**src/rtl/countdown_timer.sv**
```systemverilog
// rtl/countdown_timer.sv - CPU-programmable 16-bit countdown timer with prescaler and IRQ
module countdown_timer #(
  parameter int                       DIVIDER_WIDTH = 15,
  parameter logic [DIVIDER_WIDTH-1:0] INTERVAL      = 15'd24000
) (
  input  logic       clk,
  input  logic       reset,
  input  logic [1:0] cpu_addr,
  input  logic       cpu_wr,
  input  logic       cpu_rd,
  input  logic [7:0] cpu_din,
  output logic [7:0] cpu_dout,
  output logic       irq
);

  logic [15:0]              reload;
  logic [15:0]              count;
  logic [7:0]               snapshot;
  logic [DIVIDER_WIDTH-1:0] divider;
  logic                     auto_reload;
  logic                     irq_en;
  logic                     expired;
  logic                     running;

  logic ctrl_wr;
  logic clear_wr;
  logic tick;
  logic expire;

  assign ctrl_wr  = cpu_wr && (cpu_addr == 2'd2);
  assign clear_wr = cpu_wr && (cpu_addr == 2'd3) && cpu_din[0];
  assign tick     = running && (divider == INTERVAL);
  // A control write in the same cycle swallows the tick, and with it any expiry.
  assign expire   = tick && !ctrl_wr && (count <= 16'd1);
  assign irq      = expired & irq_en;

  always_ff @(posedge clk) begin
    if (reset) begin
      reload      <= '0;
      count       <= '0;
      snapshot    <= '0;
      divider     <= '0;
      auto_reload <= 1'b0;
      irq_en      <= 1'b0;
      expired     <= 1'b0;
      running     <= 1'b0;
      cpu_dout    <= '0;
    end else begin
      if (cpu_rd) begin
        case (cpu_addr)
          2'd0: begin
            cpu_dout <= count[7:0];
            snapshot <= count[15:8];
          end
          2'd1:    cpu_dout <= snapshot;
          2'd2:    cpu_dout <= {5'b0, irq_en, auto_reload, running};
          default: cpu_dout <= {6'b0, running, expired};
        endcase
      end

      if (cpu_wr && (cpu_addr == 2'd0)) reload[7:0]  <= cpu_din;
      if (cpu_wr && (cpu_addr == 2'd1)) reload[15:8] <= cpu_din;

      if (ctrl_wr) begin
        auto_reload <= cpu_din[1];
        irq_en      <= cpu_din[2];
        running     <= cpu_din[0];
        if (cpu_din[0]) begin
          count   <= reload;
          divider <= '0;
        end
      end else if (running) begin
        if (tick) begin
          divider <= '0;
          if (count > 16'd1) begin
            count <= count - 16'd1;
          end else if (auto_reload) begin
            count <= reload;
          end else begin
            count   <= '0;
            running <= 1'b0;
          end
        end else begin
          divider <= divider + 1'b1;
        end
      end

      // Setting beats clearing when both land on the same edge.
      if (expire) begin
        expired <= 1'b1;
      end else if (clear_wr) begin
        expired <= 1'b0;
      end
    end
  end

endmodule

```
**config.mk**
```make
export PLATFORM = sky130hd
export DESIGN_NAME = countdown_timer
export DESIGN_NICKNAME = d
export VERILOG_FILES = /design/src/rtl/countdown_timer.sv
export SDC_FILE = /design/constraint.sdc
export NUM_CORES = 1
export LEC_CHECK = 0
export CAP_MARGIN = 20
export CORE_AREA = 2 2 59 117
export DETAILED_ROUTE_END_ITERATION = 10
export DIE_AREA = 0 0 61 119
export HOLD_SLACK_MARGIN = 0.15
export PLACE_DENSITY = 0.74
export SLEW_MARGIN = 20
export SYNTH_ARGS = -nofsm -noshare
export SYNTH_HDL_FRONTEND = slang
export SYNTH_SLANG_ARGS = --single-unit
export TNS_END_PERCENT = 50
```
**constraint.sdc**
```tcl
create_clock -name clk -period 2.5 [get_ports clk]
set_input_delay 0.375 -clock clk [delete_from_list [all_inputs] [get_ports clk]]
set_output_delay 0.375 -clock clk [all_outputs]
set_load 0.03 [all_outputs]
```
**Word level (Yosys, flattened, before mapping)**

Index checks and enable logic that the tools add are counted.

- Register bits: 67
- Input port bits: 14
- Output and inout port bits: 9

- Add/sub/neg operators: 2
- Magnitude comparators: 2
- Equal/unequal tests: 5
- Mux-type cells: 18
- Bitwise gates (word level): 1
- Reductions and logical operators: 16

Operators by type and width:

| cell | count |
|---|---|
| $mux W16 | 6 |
| $mux W15 | 4 |
| $pmux W8 S3 | 1 |
| $gt A16 B1 Y1 const B | 1 |
| $le A16 B1 Y1 const B | 1 |
| $sub A16 B1 Y16 const B | 1 |
| $add A15 B1 Y15 const B | 1 |
| $eq A15 B15 Y1 const B | 1 |
| $logic_and A1 B1 Y1 | 8 |
| $mux W1 | 7 |
| $reduce_bool A2 Y1 | 3 |
| $eq A2 B2 Y1 const B | 2 |
| $reduce_and A2 Y1 | 2 |
| $reduce_and A3 Y1 | 1 |
| $eq A2 B1 Y1 const B | 1 |
| $logic_not A2 Y1 | 1 |
| $ne A2 B2 Y1 const B | 1 |
| $and A1 B1 Y1 | 1 |
| $logic_not A1 Y1 | 1 |

**Depth between registers and ports, before layout**

Gate-level depths: netlist (run 1).

- Word-level depth: 6
- Mapped depth: 9
- Gate-level depth less buffers: 7

**Worst setup path after synthesis (run 1)**

OpenSTA, ideal clock, no wires.

- Path type: reg-to-reg
- Start point: reg count[8]
- End point: reg count[5]
- Setup time: 0.132 ns
- Arrival: 1.891 ns
- Data required time: 2.368 ns
- Slack: 0.477 ns
- Stages on the path, launching flop included: 7
- Buffers on the path: 1
- Period minus slack after synthesis: 2.023 ns
- Path through: dfxtp_1 > or4_4 > nor4_4 > a21oi_2 > buf_6 > a221oi_2 > nor3_1

- Word-level cells in the longest chain between the ends: 5

RTL lines:

| element | line | source |
|---|---|---|
| start: declaration | 17 | `logic [15:0] count;` |
| start signal: assignment | 69 | `count <= reload;` |
| start signal: assignment | 76 | `count <= count - 16'd1;` |
| start signal: assignment | 78 | `count <= reload;` |
| $gt A16 B1 Y1 | 75 | `if (count > 16'd1) begin` |
| $mux W16 | 75 |  |
| $mux W16 | 73 | `if (tick) begin` |
| $mux W16 | 72 | `end else if (running) begin` |
| $mux W16 | 64 | `if (ctrl_wr) begin` |

Every way passes these cells. The select of a mux whose other input is x is not followed.
A chain may end at the register's enable or synchronous reset.

**Final worst setup path (run 1)**

- Start point: reg count[8]
- End point: reg count[0]

The elaborated chain is that of the path after synthesis.

==> results.py, run 1 <==
metrics = {
    "run_status": {
        "status": "finished, final reports clean",
    },
    "yosys": {
        "synthArstFlopShare_pct": 0,
        "synth-warning-count": 0,
        "synthCells": 386,
        "synth.distinct_cells": 58,
        "ys_ff_latch": 67,
        "syn_nets": 404,
        "synth-main-ff-cell": "dfxtp_1",
        "synth_edf_count": 0,
        "ys_seq_area_share_pct": 39.2,
        "synth_area_mm2": 0.00343,
        "synth.avg_cell_area_um2": 8.88,
    },
    "setup_path": {
        "required_ns": 2.68,
        "cpPeakStageDelay_ns": 0.59,
        "critPathLaunchType": "flop",
        "path_max_fanout": 15,
        "r2r_cells": 5,
        "critPathSlowestCell": "or4_4",
        "critPathKind": "reg -> reg",
        "crit_buf_inv": 0,
        "ff2ff_setup_slack_ns": 0.20,
        "reg2reg_to": "count[0]$_SDFFE_PP0P_",
        "timing.rr.start": "count[8]$_SDFFE_PP0P_",
        "critical_path.cell_chain": "or4_4 -> nor4_4 -> a21oi_4 -> a221oi_1 -> a211oi_1",
        "cp.arrival_ns": 2.49,
        "cp_top_family": "simple AND/OR/NAND/NOR gates",
        "critPathCaptureType": "flop",
    },
    "pwr": {
        "ir_worst_vdd_v": 0.000450,
        "powerDensity_mw_per_mm2": 706,
        "leakage_nw": 1.48,
    },
    "hold_path": {
        "hold_path_class": "reg -> reg",
        "min_path_cells": 2,
        "min-delay-start": "reload[10]$_SDFFE_PP0P_",
        "hold_end": "reload[10]$_SDFFE_PP0P_",
    },
    "floorplanning": {
        "io_pins": 23,
        "die_h_um": 119,
        "core-area_mm2": 0.00646,
        "chipWidth_um": 61,
        "die_area_mm2": 0.00726,
        "initial_core_util_pct": 53.0,
        "fp-row-count": 42,
    },
    "global_route": {
        "grt_overflow_total": 0,
        "track_usage_pct": 25.9,
        "grt_antenna_before_repair": 0,
        "grt_max_degree": 68,
        "grt_pass1_wl_um": 14000,
        "grt_pass1_vias": 2889,
    },
    "clock_tree": {
        "cts_tree": "yes",
        "clock-sinks": 67,
        "root_buffer": "clkbuf_16",
        "cts_htree_levels": 3,
        "cts_buffers": 9,
        "hold_buffers": 0,
        "clk_latency_ns": 0.33,
        "clk_pin_slew_ns": 0.05,
        "post-cts-setup-buffers": 0,
        "clockBufferDepth": 2,
        "cts_resized": 0,
    },
    "timing": {
        "hold-worst-slack_ns": 0.457,
        "layout_min_cycle_time_ns": 2.30,
        "maxSlewViolCount": 0,
        "relSlewSlack_pct": 53.3,
        "tightest_slew_ns": 0.701,
        "rsz0062_at_grt": "no",
        "setup_viol": 0,
        "fin_worst_skew_ns": 0.00498,
        "finalCritPeriodShare_pct": 92.1,
        "setup_slack_ns": 0.197,
        "tns_ns": 0,
        "final_hold_viol_count": 0,
        "fmaxAchievable_mhz": 434,
    },
    "final_layout": {
        "drive_gt1_share_pct": 14.2,
        "stdcell_area_mm2": 0.00407,
        "nFillCells": 563,
        "layout.nets": 428,
        "diodes": 0,
        "utilization_pct": 62.9,
        "area_growth_pct": 18.7,
    },
    "run": {
        "maxCapViolCount": 0,
    },
    "route": {
        "ant_nets": 0,
        "drcViolationCount": 0,
        "dr.first_iter.drc_count": 138,
        "wl_per_cell_um": 17.3,
        "wirelength_um": 8720,
        "first_pass_iters": 4,
        "vias_per_cell": 5.98,
        "num_vias": 3009,
    },
    "place": {
        "place_area_mm2": 0.00371,
        "dpl.hpwl_um": 6120,
        "gp_congestion": 0.879,
        "dp_slack_ns": 0.148,
        "io_buffers": 22,
    },
}
## Yosys cell counts, types with 3 or more instances
cell | n | area, um2
a211oi_1 | 4 | 30.0
a21oi_1 | 33 | 165
a221oi_1 | 4 | 35.0
a221oi_2 | 3 | 45.0
a22oi_1 | 7 | 52.6
a311oi_1 | 8 | 70.1
and3_1 | 3 | 18.8
buf_1 | 5 | 18.8
buf_6 | 5 | 56.3
clkbuf_1 | 10 | 37.5
dfxtp_1 | 67 | 1340
ha_1 | 4 | 50.1
inv_1 | 14 | 52.6
mux2_2 | 4 | 45.0
mux2i_1 | 20 | 200
nand2_1 | 36 | 135
nand3_1 | 12 | 60.1
nand4_1 | 3 | 18.8
nor2_1 | 47 | 176
nor2b_1 | 7 | 43.8
nor3_1 | 19 | 95.1
nor4_4 | 3 | 63.8
o21ai_0 | 4 | 20.0
o32ai_1 | 9 | 78.8
or3b_2 | 3 | 26.3
or4_1 | 3 | 22.5
xor2_1 | 5 | 43.8
## routing by layer
metal / global-route usage, % / vias to the layer above / share of wire (%) / wire length [um]
li1: - / 1466 / - / -
met1: 33.4 / 1422 / 41 / 3550
met2: 39.3 / 100 / 50 / 4400
met3: 6.30 / 21 / 5.4 / 473
met4: 12.8 / 0 / 3.3 / 291
met5: 0 / - / 0 / 0
## layout by cell type (no fill, tap or decap), drive strengths merged, types with 4 or more instances in the layout
| master | n |
|---|---|
| mux2 | 4 |
| nand2 | 36 |
| dfxtp | 67 |
| o21ai | 4 |
| or4 | 5 |
| xor2 | 5 |
| clkbuf | 13 |
| a221oi | 7 |
| nor3 | 19 |
| a211oi | 5 |
| buf | 17 |
| nor4 | 5 |
| nand3 | 12 |
| a311oi | 8 |
| nor2 | 47 |
| clkdlybuf4s50 | 21 |
| inv | 14 |
| o32ai | 9 |
| mux2i | 20 |
| a22oi | 7 |
| ha | 4 |
| nor2b | 7 |
| a21oi | 34 |
## sequential cells by signal, indices dropped and copies added, names as in the netlist, 8 cells and up
register  flops
count        16
cpu_dout      8
divider      15
reload       16
snapshot      8
## worst max path at each step
stage	slack (ns)	startpoint	cells past startpoint	endpoint
floorplan	0.48	count[8]$_SDFFE_PP0P_	6	count[5]$_SDFFE_PP0P_
global placement	0.20	count[8]$_SDFFE_PP0P_	5	count[0]$_SDFFE_PP0P_
detailed placement	0.15	count[8]$_SDFFE_PP0P_	5	count[0]$_SDFFE_PP0P_
CTS	0.14	count[8]$_SDFFE_PP0P_	5	count[0]$_SDFFE_PP0P_
global route	0.07	count[8]$_SDFFE_PP0P_	5	count[2]$_SDFFE_PP0P_
finish	0.20	count[8]$_SDFFE_PP0P_	5	count[0]$_SDFFE_PP0P_
## layout make-up
cell class              count  area, um2  area share, %
clock inverters             3       67.6           1.66
multi-input cells         280       1880           46.2
flip-flops and latches     67       1340           33.0
well taps                  88        110           2.71
repair buffers             38        335           8.24
inverters                  14       52.6           1.29
clock buffers              13        280           6.89
## kinds of logic (layout without fill, tap and decap cells)
logic type                 count (synthesis)  in the layout  synth area share [%]
DFF                                       67             67                  39.2
adders and majority gates                  4              4                  1.46
muxes                                     26             26                  8.47
and+or+nand+nor                          153            153                  23.3
buffers and inverters                     39             68                  6.17
xor gates and xnor gates                   6              6                  1.53
AOI/OAI and AO/OA                         91             91                  19.9
## metrics by stage
step	std cells	power, mW
global route	503	2.97
floorplan	386	1.35
detailed placement	487	1.44
global placement	487	1.43
finish	503	2.87
CTS	503	2.88
## power by group
part	switching, mW	total, mW	internal (mW)	leakage (nW)
clock network	0.466	1.45	0.982	0.168
registers	0.0223	1.11	1.09	0.542
logic	0.189	0.312	0.123	0.771
## worst register-to-register path, cell delays in order (launching register included)
cell and delay [ns]:
dfxtp_1 0.36, or4_4 0.59, nor4_4 0.52, a21oi_4 0.24, a221oi_1 0.36, a211oi_1 0.08
Power figures use the tool's default switching activity.
==> inputs of run 2 (changes only) <==
- CTS_BUF_LIST: default -> sky130_fd_sc_hd__clkbuf_2
==> results.py, run 2 (synthesis results as in run 1) <==
metrics = {
    "floorplanning": {
        "die_area_mm2": 0.00726,
        "fp-row-count": 42,
        "io_pins": 23,
        "die_h_um": 119,
        "core-area_mm2": 0.00646,
        "chipWidth_um": 61,
        "initial_core_util_pct": 53.0,
    },
    "pwr": {
        "powerDensity_mw_per_mm2": 557,
        "switchingPower_mw": 0.611,
        "leakage_nw": 1.38,
        "p_clk_share_pct": 33.7,
        "internal-power_mw": 1.53,
        "p_total_mw": 2.14,
        "pwr-share-seq_pct": 52.0,
        "combPwrFrac_pct": 14.3,
        "ir_worst_vdd_v": 0.000429,
        "switching_share_pct": 28.6,
    },
    "timing": {
        "finalCritPeriodShare_pct": 96.0,
        "final_hold_viol_count": 0,
        "fmaxAchievable_mhz": 417,
        "maxSlewViolCount": 0,
        "rsz0062_at_grt": "no",
        "relSlewSlack_pct": 43.4,
        "setup_slack_ns": 0.100,
        "fin_worst_skew_ns": 0.0234,
        "tightest_slew_ns": 0.848,
        "hold-worst-slack_ns": 0.393,
        "setup_viol": 0,
        "layout_min_cycle_time_ns": 2.40,
        "tns_ns": 0,
    },
    "place": {
        "gp_congestion": 0.879,
        "place_inst": 487,
        "place_area_mm2": 0.00371,
        "dpl.hpwl_um": 6120,
        "io_buffers": 22,
        "dp_slack_ns": 0.148,
    },
    "global_route": {
        "track_usage_pct": 25.4,
        "grt_max_degree": 68,
        "grt_overflow_total": 0,
        "grt_pass1_vias": 2838,
        "grt_pass1_wl_um": 13700,
        "grt_antenna_before_repair": 1,
    },
    "clock_tree": {
        "cts_tree": "yes",
        "post-cts-setup-buffers": 0,
        "cts_buffers": 9,
        "hold_buffers": 0,
        "clk_pin_slew_ns": 0.19,
        "cts_htree_levels": 3,
        "clockBufferDepth": 2,
        "clock-sinks": 67,
        "clk_latency_ns": 0.56,
        "cts_resized": 0,
        "root_buffer": "clkbuf_2",
    },
    "route": {
        "num_vias": 2972,
        "vias_per_cell": 5.90,
        "drcViolationCount": 0,
        "ant_nets": 0,
        "wl_per_cell_um": 17.1,
        "dr.first_iter.drc_count": 149,
        "wirelength_um": 8600,
        "first_pass_iters": 4,
    },
    "run_status": {
        "status": "finished, final reports clean",
    },
    "final_layout": {
        "layout_common_cells": "dfxtp_1 (67), nor2_1 (47), nand2_1 (36)",
        "area_growth_pct": 12.2,
        "nFillCells": 588,
        "drive_gt1_share_pct": 13.3,
        "instances_no_fill": 504,
        "multiInputGateArea_mm2": 0.00187,
        "seq_area_mm2": 0.00134,
        "top_regs": "count (16), reload (16), divider (15)",
        "stdcell_area_mm2": 0.00384,
        "layout.nets": 428,
        "final_common_cell": "dfxtp_1",
        "utilization_pct": 59.4,
    },
    "setup_path": {
        "cp.arrival_ns": 2.83,
        "path_max_fanout": 15,
        "critPathCaptureType": "flop",
        "required_ns": 2.93,
        "critPathLaunchType": "flop",
        "critPathKind": "reg -> reg",
    },
    "run": {
        "maxCapViolCount": 0,
    },
    "hold_path": {
        "hold_path_class": "in -> reg",
    },
}
==> run 2: power groups by stage <==
stage                     sequential, mW  combinational, mW  clock (mW)
after floorplan                     1.13              0.228           0
after global placement              1.13              0.298           0
after detailed placement            1.13              0.303           0
after CTS                           1.11              0.304       0.726
after global routing                1.11              0.332       0.773
final                               1.11              0.307       0.721
==> run 2: layout make-up <==
class,count,area share (%)
diodes,1,0.0651
clock buffers,9,1.17
clock inverters,7,2.15
inverters,14,1.37
multi-input cells,280,48.7
flip-flops and latches,67,34.9
well taps,88,2.87
repair buffers,38,8.73
==> run 2: per-layer routing <==
| metal | GRT usage, % | routed length (um) | up-vias | share of wire (%) |
|---|---|---|---|---|
| li1 | - | - | 1466 | - |
| met1 | 33.0 | 3640 | 1405 | 42 |
| met2 | 38.7 | 4260 | 81 | 50 |
| met3 | 5.75 | 412 | 20 | 4.8 |
| met4 | 12.2 | 284 | 0 | 3.3 |
| met5 | 0 | 0 | - | 0 |
==> run 2: final timing paths <==
kind,cells past startpoint,start,slack [ns],to
worst max-delay path,5,count[8]$_SDFFE_PP0P_,0.1,count[0]$_SDFFE_PP0P_
worst min-delay path,3,reset,0.39,count[12]$_SDFFE_PP0P_
worst min register to register,2,reload[10]$_SDFFE_PP0P_,0.47,reload[10]$_SDFFE_PP0P_
worst max register to register,5,count[8]$_SDFFE_PP0P_,0.1,count[0]$_SDFFE_PP0P_
==> run 2: worst max-delay path, cell delays in order, from the launching register on <==
cell and delay, ns:
dfxtp_1 0.41, or4_4 0.59, nor4_4 0.48, a21oi_2 0.32
a221oi_1 0.38, a211oi_1 0.08
